===== config.mk =====
export PLATFORM = sky130hd
export DESIGN_NAME = alu_share_arbiter_flat
export DESIGN_NICKNAME = d
export VERILOG_FILES = /design/src/rtl/alu_share_arbiter_pkg.sv /design/src/rtl/alu_share_arbiter_if.sv /design/src/rtl/alu_share_arbiter_rr_pick.sv /design/src/rtl/alu_share_arbiter.sv /design/src/flat_wrapper.sv
export SDC_FILE = /design/constraint.sdc
export NUM_CORES = 1
export LEC_CHECK = 0
export CAP_MARGIN = 20
export CORE_MARGIN = 5
export CORE_UTILIZATION = 35
export CTS_CLUSTER_DIAMETER = 150
export DETAILED_ROUTE_END_ITERATION = 8
export PLACE_DENSITY = 0.78
export SLEW_MARGIN = 20
export SYNTH_ARGS = -nofsm -noshare
export SYNTH_HDL_FRONTEND = slang
export SYNTH_SLANG_ARGS = --single-unit

===== constraint.sdc =====
create_clock -name clk -period 1.22 [get_ports clk]
set_input_delay 0.244 -clock clk [delete_from_list [all_inputs] [get_ports clk]]
set_output_delay 0.244 -clock clk [all_outputs]
set_load 0.05 [all_outputs]

===== src/rtl/alu_share_arbiter_pkg.sv =====
// Shared definitions for the ALU share arbiter: default width, opcode constants, FSM states.
package alu_pkg;

    localparam int XLEN_DEFAULT = 32;

    localparam logic [4:0] OP_LUI    = 5'b01101;
    localparam logic [4:0] OP_AUIPC  = 5'b00101;
    localparam logic [4:0] OP_JAL    = 5'b11011;
    localparam logic [4:0] OP_JALR   = 5'b11001;
    localparam logic [4:0] OP_BRANCH = 5'b11000;
    localparam logic [4:0] OP_LOAD   = 5'b00000;
    localparam logic [4:0] OP_STORE  = 5'b01000;
    localparam logic [4:0] OP_IMM    = 5'b00100;
    localparam logic [4:0] OP_REG    = 5'b01100;

    typedef enum logic [1:0] {
        IDLE,
        ISSUE,
        RESP
    } arb_state_t;

endpackage


===== src/rtl/alu_share_arbiter_if.sv =====
// Requester-side request/response bundle of the ALU share arbiter.
interface alu_share_arbiter_if #(
    parameter int NUM_REQ = 2,
    parameter int XLEN    = 32
);
    logic [NUM_REQ-1:0]      req_valid;
    logic [NUM_REQ-1:0]      req_ready;
    logic [NUM_REQ*5-1:0]    req_opcode;
    logic [NUM_REQ*3-1:0]    req_func3;
    logic [NUM_REQ-1:0]      req_func7;
    logic [NUM_REQ*XLEN-1:0] req_op1;
    logic [NUM_REQ*XLEN-1:0] req_op2;
    logic [NUM_REQ-1:0]      rsp_valid;
    logic [XLEN-1:0]         rsp_data;
    logic [NUM_REQ-1:0]      rsp_ready;

    modport master (
        output req_valid, req_opcode, req_func3, req_func7, req_op1, req_op2, rsp_ready,
        input  req_ready, rsp_valid, rsp_data
    );

    modport slave (
        input  req_valid, req_opcode, req_func3, req_func7, req_op1, req_op2, rsp_ready,
        output req_ready, rsp_valid, rsp_data
    );
endinterface


===== src/rtl/alu_share_arbiter_rr_pick.sv =====
// Combinational cyclic picker: first valid requester at or after rr_ptr.
// With ALU_ARB_FIXED_PRIO_EN the parent ties rr_ptr to 0, giving lowest-index priority.
module alu_rr_pick
    import alu_pkg::*;
#(
    parameter int NUM_REQ = 2,
    parameter int IDXW    = 1
) (
    input  logic [NUM_REQ-1:0] valid,
    input  logic [IDXW-1:0]    rr_ptr,
    output logic [NUM_REQ-1:0] grant,
    output logic [IDXW-1:0]    idx,
    output logic               any
);
    int unsigned j;

    always_comb begin
        grant = '0;
        idx   = '0;
        any   = 1'b0;
        j     = 0;
        for (int unsigned k = 0; k < NUM_REQ; k++) begin
            j = (32'(rr_ptr) + k) % NUM_REQ;
            if (!any && valid[j]) begin
                any      = 1'b1;
                grant[j] = 1'b1;
                idx      = IDXW'(j);
            end
        end
    end
endmodule


===== src/rtl/alu_share_arbiter.sv =====
// Shares one combinational ALU between NUM_REQ requesters, one op at a time (IDLE->ISSUE->RESP).
// Define ALU_ARB_FIXED_PRIO_EN for fixed lowest-index priority instead of round-robin.
module alu_share_arbiter
    import alu_pkg::*;
#(
    parameter int NUM_REQ = 2,
    parameter int XLEN    = XLEN_DEFAULT
) (
    input  logic                clk,
    input  logic                rst,
    alu_share_arbiter_if.slave  bus,
    output logic [4:0]          alu_opcode,
    output logic [2:0]          alu_func3,
    output logic                alu_func7,
    output logic [XLEN-1:0]     alu_operand1,
    output logic [XLEN-1:0]     alu_operand2,
    input  logic [XLEN-1:0]     alu_result
);
    localparam int IDXW = (NUM_REQ > 1) ? $clog2(NUM_REQ) : 1;

    arb_state_t         state, state_nxt;
    logic [NUM_REQ-1:0] pick_grant, grant;
    logic [IDXW-1:0]    pick_idx, rr_ptr;
    logic               pick_any, accept, rsp_done;
    logic [4:0]         sel_opcode;
    logic [2:0]         sel_func3;
    logic               sel_func7;
    logic [XLEN-1:0]    sel_op1, sel_op2, rsp_data_q;

    alu_rr_pick #(
        .NUM_REQ (NUM_REQ),
        .IDXW    (IDXW)
    ) u_pick (
        .valid  (bus.req_valid),
        .rr_ptr (rr_ptr),
        .grant  (pick_grant),
        .idx    (pick_idx),
        .any    (pick_any)
    );

    always_comb begin
        sel_opcode = '0;
        sel_func3  = '0;
        sel_func7  = 1'b0;
        sel_op1    = '0;
        sel_op2    = '0;
        for (int unsigned i = 0; i < NUM_REQ; i++) begin
            if (pick_grant[i]) begin
                sel_opcode = bus.req_opcode[5*i +: 5];
                sel_func3  = bus.req_func3[3*i +: 3];
                sel_func7  = bus.req_func7[i];
                sel_op1    = bus.req_op1[XLEN*i +: XLEN];
                sel_op2    = bus.req_op2[XLEN*i +: XLEN];
            end
        end
    end

    always_ff @(posedge clk) begin
        if (rst) state <= IDLE;
        else     state <= state_nxt;
    end

    // Handshake outputs are masked during reset so no accept or response is seen for a dropped op.
    always_comb begin
        state_nxt     = state;
        accept        = 1'b0;
        rsp_done      = 1'b0;
        bus.req_ready = '0;
        bus.rsp_valid = '0;
        case (state)
            IDLE: begin
                if (pick_any && !rst) begin
                    accept        = 1'b1;
                    bus.req_ready = pick_grant;
                    state_nxt     = ISSUE;
                end
            end
            ISSUE: state_nxt = RESP;
            RESP: begin
                if (!rst) begin
                    bus.rsp_valid = grant;
                    if (|(bus.rsp_ready & grant)) begin
                        rsp_done  = 1'b1;
                        state_nxt = IDLE;
                    end
                end
            end
            default: state_nxt = IDLE;
        endcase
    end

    always_ff @(posedge clk) begin
        if (rst) begin
            grant        <= '0;
            alu_opcode   <= '0;
            alu_func3    <= '0;
            alu_func7    <= 1'b0;
            alu_operand1 <= '0;
            alu_operand2 <= '0;
            rsp_data_q   <= '0;
        end else begin
            if (accept) begin
                grant        <= pick_grant;
                alu_opcode   <= sel_opcode;
                alu_func3    <= sel_func3;
                alu_func7    <= sel_func7;
                alu_operand1 <= sel_op1;
                alu_operand2 <= sel_op2;
            end
            if (state == ISSUE) rsp_data_q <= alu_result;
        end
    end

    assign bus.rsp_data = rsp_data_q;

`ifdef ALU_ARB_FIXED_PRIO_EN
    assign rr_ptr = '0;
`else
    logic [IDXW-1:0] grant_idx;

    always_ff @(posedge clk) begin
        if (rst) begin
            grant_idx <= '0;
            rr_ptr    <= '0;
        end else begin
            if (accept) grant_idx <= pick_idx;
            if (rsp_done) rr_ptr <= (grant_idx == IDXW'(NUM_REQ - 1)) ? '0 : grant_idx + 1'b1;
        end
    end
`endif
endmodule


===== src/flat_wrapper.sv =====
// flat-port wrapper written by rule: the top's interface ports become plain ports
module alu_share_arbiter_flat import alu_pkg::*;
#(
    parameter int NUM_REQ = 2,
    parameter int XLEN    = XLEN_DEFAULT
)
  (clk, rst, alu_opcode, alu_func3, alu_func7, alu_operand1, alu_operand2, alu_result, bus_req_valid, bus_req_opcode, bus_req_func3, bus_req_func7, bus_req_op1, bus_req_op2, bus_rsp_ready, bus_req_ready, bus_rsp_valid, bus_rsp_data);
  alu_share_arbiter_if #(.NUM_REQ(NUM_REQ), .XLEN(XLEN)) bus_i ();
  input  logic clk;
  input  logic rst;
  output logic [4:0] alu_opcode;
  output logic [2:0] alu_func3;
  output logic alu_func7;
  output logic [XLEN-1:0] alu_operand1;
  output logic [XLEN-1:0] alu_operand2;
  input  logic [XLEN-1:0] alu_result;
  input wire logic [$bits(bus_i.req_valid)-1:0] bus_req_valid;
  input wire logic [$bits(bus_i.req_opcode)-1:0] bus_req_opcode;
  input wire logic [$bits(bus_i.req_func3)-1:0] bus_req_func3;
  input wire logic [$bits(bus_i.req_func7)-1:0] bus_req_func7;
  input wire logic [$bits(bus_i.req_op1)-1:0] bus_req_op1;
  input wire logic [$bits(bus_i.req_op2)-1:0] bus_req_op2;
  input wire logic [$bits(bus_i.rsp_ready)-1:0] bus_rsp_ready;
  output wire logic [$bits(bus_i.req_ready)-1:0] bus_req_ready;
  output wire logic [$bits(bus_i.rsp_valid)-1:0] bus_rsp_valid;
  output wire logic [$bits(bus_i.rsp_data)-1:0] bus_rsp_data;
  assign bus_i.req_valid = bus_req_valid;
  assign bus_i.req_opcode = bus_req_opcode;
  assign bus_i.req_func3 = bus_req_func3;
  assign bus_i.req_func7 = bus_req_func7;
  assign bus_i.req_op1 = bus_req_op1;
  assign bus_i.req_op2 = bus_req_op2;
  assign bus_i.rsp_ready = bus_rsp_ready;
  assign bus_req_ready = bus_i.req_ready;
  assign bus_rsp_valid = bus_i.rsp_valid;
  assign bus_rsp_data = bus_i.rsp_data;
  alu_share_arbiter #(.NUM_REQ(NUM_REQ), .XLEN(XLEN)) u_core (.clk(clk), .rst(rst), .bus(bus_i), .alu_opcode(alu_opcode), .alu_func3(alu_func3), .alu_func7(alu_func7), .alu_operand1(alu_operand1), .alu_operand2(alu_operand2), .alu_result(alu_result));
endmodule

Word level (Yosys, flattened, before mapping)
Index checks and enable logic that the tools add are counted.
- flip-flop bits (word level): 111
- logic and storage cells: 68
- magnitude comparators: 4
- muxes and demuxes: 37
- reductions and logical operators: 9
- bitwise gates (word level): 2
- eq/ne operators: 4
- $add $sub $neg: 2
- operators by type and width (cell ; count):
    $mux 32 ; 4
    $mux 1 ; 18
    $mux 2 ; 8
    $mux 5 ; 2
    $mux 3 ; 2
    $pmux 2 s3 ; 1
    $logic_and 1x1->1 ; 4
    $lt 1x2->1 const B ; 2
    $ne 2x1->1 const B ; 2
    $add 1x1->1 const B ; 2
    $and 2x2->2 ; 1
    $demux 1 s1 ; 2
    $eq 2x1->1 const B ; 1
    $eq 2x2->1 const B ; 1
    $ge 1x1->1 const B ; 2
    $logic_not 1->1 ; 2
    $logic_not 2->1 ; 1
    $or 2x2->2 ; 1
    $reduce_and 2->1 ; 1
    $reduce_or 2->1 ; 1

Depth between registers and ports, before layout
- depth after elaboration: 9
- gate-level depth with buffers: 6

Hierarchy
From an unflattened synthesis, not the netlist that was laid out.
- cells, all modules: 510
- area total of the unflattened synthesis: 4660.7 um^2
- by module, submodules not included (module ; sequential area each (um^2) ; area an instance (um^2) ; cells an instance ; instances):
    alu_share_arbiter ; 2222.1 ; 4628.2 ; 505 ; 1
    alu_rr_pick ; 0.0 ; 32.5 ; 5 ; 1

Least setup slack after synthesis
No wires, ideal clock.
- path kind: input port to output port
- start point: input port rst
- end point: output port bus_rsp_valid[1]
- stages: 3
- path slack: -0.873 ns
- data required time: 0.976 ns
- arrival: 1.849 ns
- cell sequence: clkbuf_1 -> clkbuf_1 -> nor3b_1
- longest elaborated chain between the ends: 2
- ends and longest elaborated chain (what ; RTL line ; RTL):
    start: declaration ; flat_wrapper.sv:10 ; input logic rst;
    $mux 2 ; alu_share_arbiter.sv:80 ; if (!rst) begin
    $mux 2 ; alu_share_arbiter.sv:70 ; case (state)
    end: declaration ; flat_wrapper.sv:25 ; output wire logic [$bits(bus_i.rsp_valid)-1:0] bus_rsp_valid;
Every way passes these cells.

Worst setup path in the final report
- start point: register u_core.state[0]
- end point: output port bus_req_ready[1]
- longest elaborated chain between the ends: 2
- ends and longest elaborated chain (what ; RTL line ; RTL):
    start: declaration ; alu_share_arbiter.sv:21 ; arb_state_t state, state_nxt;
    start signal: assignment ; alu_share_arbiter.sv:60 ; else state <= state_nxt;
    $logic_not 2->1 ; alu_share_arbiter.sv:70 ;
    $mux 2 ; alu_share_arbiter.sv:70 ;
    end: declaration ; flat_wrapper.sv:24 ; output wire logic [$bits(bus_i.req_ready)-1:0] bus_req_ready;
Every way passes these cells.

==> impl_metrics.env <==
export IMPL_outcome="finished, violations left"
export IMPL_violations="setup timing"
export IMPL_drc=0
export IMPL_synth_most_common_cell="dfxtp_1"
export IMPL_synth_simple_area_share_pct=7.03
export IMPL_rsz0062_at_grt="true"
export IMPL_path_cells="nor3_4, buf_6, nand3_4, clkinvlp_4, buf_12"
export IMPL_numClockSinks=111
export IMPL_worstSkewPairLatency_ns=0.35
export IMPL_avgSynthCellArea_sq_um=9.65
export IMPL_powerDensity_nw_per_um2=1190
export IMPL_synth_area_top_cells="dfxtp_1 (44%), a211oi_2 (15%), a32oi_1 (13%), a21oi_1 (11%), nand2_1 (5.0%)"
export IMPL_synth_compound_area_share_pct=41.0
export IMPL_fill_cells=815
export IMPL_synth_async_sr_flop_share_pct=0
export IMPL_grt_use_met2_pct=49.4
export IMPL_via_per_inst=5.74
export IMPL_maxCapViolCount=0
export IMPL_use_met1_pct=28.3
export IMPL_numCtsBuffers=9
export IMPL_busiest_layer="met2"
export IMPL_crit_family="buffers and inverters"
export IMPL_core_area_sq_um=14000
export IMPL_fin_util_pct=78.7
export IMPL_netlist_instances=522
export IMPL_cts_path_max_buffers=2
export IMPL_hold_class="in2reg"
export IMPL_dr_pass1_iters=5
export IMPL_yosysUniqueCellTypes=25
export IMPL_hold_buffers=0
export IMPL_routedWlPerCell_um=23.4
export IMPL_synth_top_area_cell="dfxtp_1"
export IMPL_area_growth_pct=119
export IMPL_grt_pass1_vias=6284
export IMPL_hpwl_um=15000
export IMPL_grt_first_pass_wirelength_um=35100
export IMPL_place_gp_congestion=0.783
export IMPL_dieWidth_um=130
export IMPL_worst_slack_ns=-0.408
export IMPL_worstMarginPinSlew_ns=0.627
export IMPL_critical_path_buf_inv_count=3
export IMPL_start_util_pct=36.0
export IMPL_period_needed_ns=1.63
export IMPL_cp_required_ns=0.98
export IMPL_synth_ff_type="dfxtp_1"
export IMPL_slew_limit_headroom_pct=58.2
export IMPL_crit_type="reg2out"
export IMPL_synthesis_nets=706
export IMPL_grt_max_degree=45
export IMPL_synth_area_sq_um=5040
export IMPL_power_total_w=0.0131
export IMPL_drv_slew=0
export IMPL_root_buffer="clkbuf_16"
export IMPL_fin_crit_sh_pct=133
export IMPL_rrSetupSlack_ns=-0.30
export IMPL_hold_viol=0
export IMPL_end_kind="output port"
export IMPL_fin_hold_ws_ns=0.439
export IMPL_vias=5853
export IMPL_final_nets=1021
export IMPL_fmax_mhz=614
export IMPL_dieArea_sq_um=16900
export IMPL_skew_ns=0.00842
export IMPL_cts_tree="done"
export IMPL_dp_slack_ns=-0.654
export IMPL_synth_top_family_by_area="compound AO/OA/AOI/OAI gates"
export IMPL_drtAntennaViolNets=0
export IMPL_setup_viol=112
export IMPL_crit_fanout=4
export IMPL_synthAdderAreaFrac_pct=0
export IMPL_portBuffers=292
export IMPL_rows=43
export IMPL_synth_xor_area_share_pct=0
export IMPL_yosys_warnings=0
export IMPL_io_pins=293
export IMPL_leakagePower_nw=3.89
export IMPL_grt_ovfl_total=0
export IMPL_ctsHtreeMaxLevel=3
export IMPL_first_iter_violations=363
export IMPL_drive_gt1_share_pct=44.8
export IMPL_die_h_um=130
export IMPL_worst_path_max_delay_cell="dfxtp_2"
export IMPL_muxShareOfSynthArea_pct=0
export IMPL_max_vdd_ir_drop_mv=1.48
export IMPL_routed_wl_um=23900
export IMPL_critPathMaxStageDelay_ns=0.34
export IMPL_diodes=0
export IMPL_synth_edf_count=0
export IMPL_clkTransAtPathRegs_ns=0.07
export IMPL_arrival_ns=1.38
export IMPL_critPathLaunchType="flop"
export IMPL_ys_seq_area_share_pct=44.1
export IMPL_synth_common_cells="dfxtp_1 (111), a21oi_1 (109), a32oi_1 (73), nand2_1 (67), a211oi_2 (60)"
export IMPL_antenna_found_initial=0
export IMPL_met3_usage_pct=10.1
export IMPL_track_usage_pct=26.8
export IMPL_ys_ff_latch=111
export IMPL_synth_top_area_share_pct=44.1
[worst register-to-register path, delay by kind of cell, from the launching register on]
kind	cells	cell delay (ns)
AOI/OAI and AO/OA	1	0.06
and+or+nand+nor	2	0.45
buffers and inverters	4	0.53
DFF	1	0.34
[final cells by class]
| cell class | instances | area, sq um | share of cell area, % |
|---|---|---|---|
| repair buffers | 372 | 5270 | 47.9 |
| flip-flops and latches | 111 | 2250 | 20.4 |
| clock inverters | 3 | 45.0 | 0.409 |
| multi-input cells | 341 | 2970 | 26.9 |
| inverters | 2 | 11.3 | 0.102 |
| clock buffers | 11 | 243 | 2.20 |
| well taps | 180 | 225 | 2.04 |
[sequential cells by signal (all words and copies together) (netlist names)]
signal               count
u_core.alu_operand1     32
u_core.alu_operand2     32
u_core.bus.rsp_data     32
u_core.alu_opcode        5
u_core.alu_func3         3
u_core.grant             2
u_core.state             2
u_core.alu_func7         1
u_core.grant_idx         1
u_core.rr_ptr            1
[power breakdown]
part	switching, W	internal (W)
sequential	0.000428	0.00397
clock	0.00133	0.00163
combinational	0.00277	0.00299
[stage by stage]
stage | std cells | instance area, sq um | TNS (ns)
global route | 1020 | 11000 | -30.90
CTS | 1021 | 10900 | -23.71
global placement | 957 | 9320 | -42.20
detailed placement | 957 | 9320 | -47.30
finish | 1020 | 11000 | -22.88
floorplan | 522 | 5110 | -3.58
[final timing paths]
check,start,end,depth (start not counted)
min,rst,u_core.grant[0],4
max reg2reg,u_core.state[0],u_core.alu_operand1[26],7
min reg2reg,u_core.grant_idx,u_core.grant_idx,2
max,u_core.state[0],bus_req_ready[1],5
[timing repair]
item | in CTS | in global routing
resized for setup | 128 | 55
setup endpoints to repair | 112 | 131
cloned | 18 | 1
pin swaps | 50 | 10
setup buffers | 33 | 7
[kinds of logic after synthesis]
group | count (synthesis)
compound gates | 259
flops | 111
simple gates | 81
buf+inv | 71
[cells in the final DEF, fill, tap and decap left out, drive strengths merged, types with 2 or more instances in the layout]
cell	count
buf	190
a211oi	73
dfxtp	111
clkbuf	12
nand2b	4
and2	3
nand2	67
a21oi	109
clkdlybuf4s50	180
a32oi	73
nor3b	2
clkinvlp	3
[metal layers]
| metal | vias up | wire length (um) |
|---|---|---|
| met5 | - | 0 |
| met4 | 0 | 655 |
| met3 | 50 | 2240 |
| met2 | 296 | 12600 |
| met1 | 2867 | 8380 |
| li1 | 2640 | - |
(Power assumes the default switching activity.)
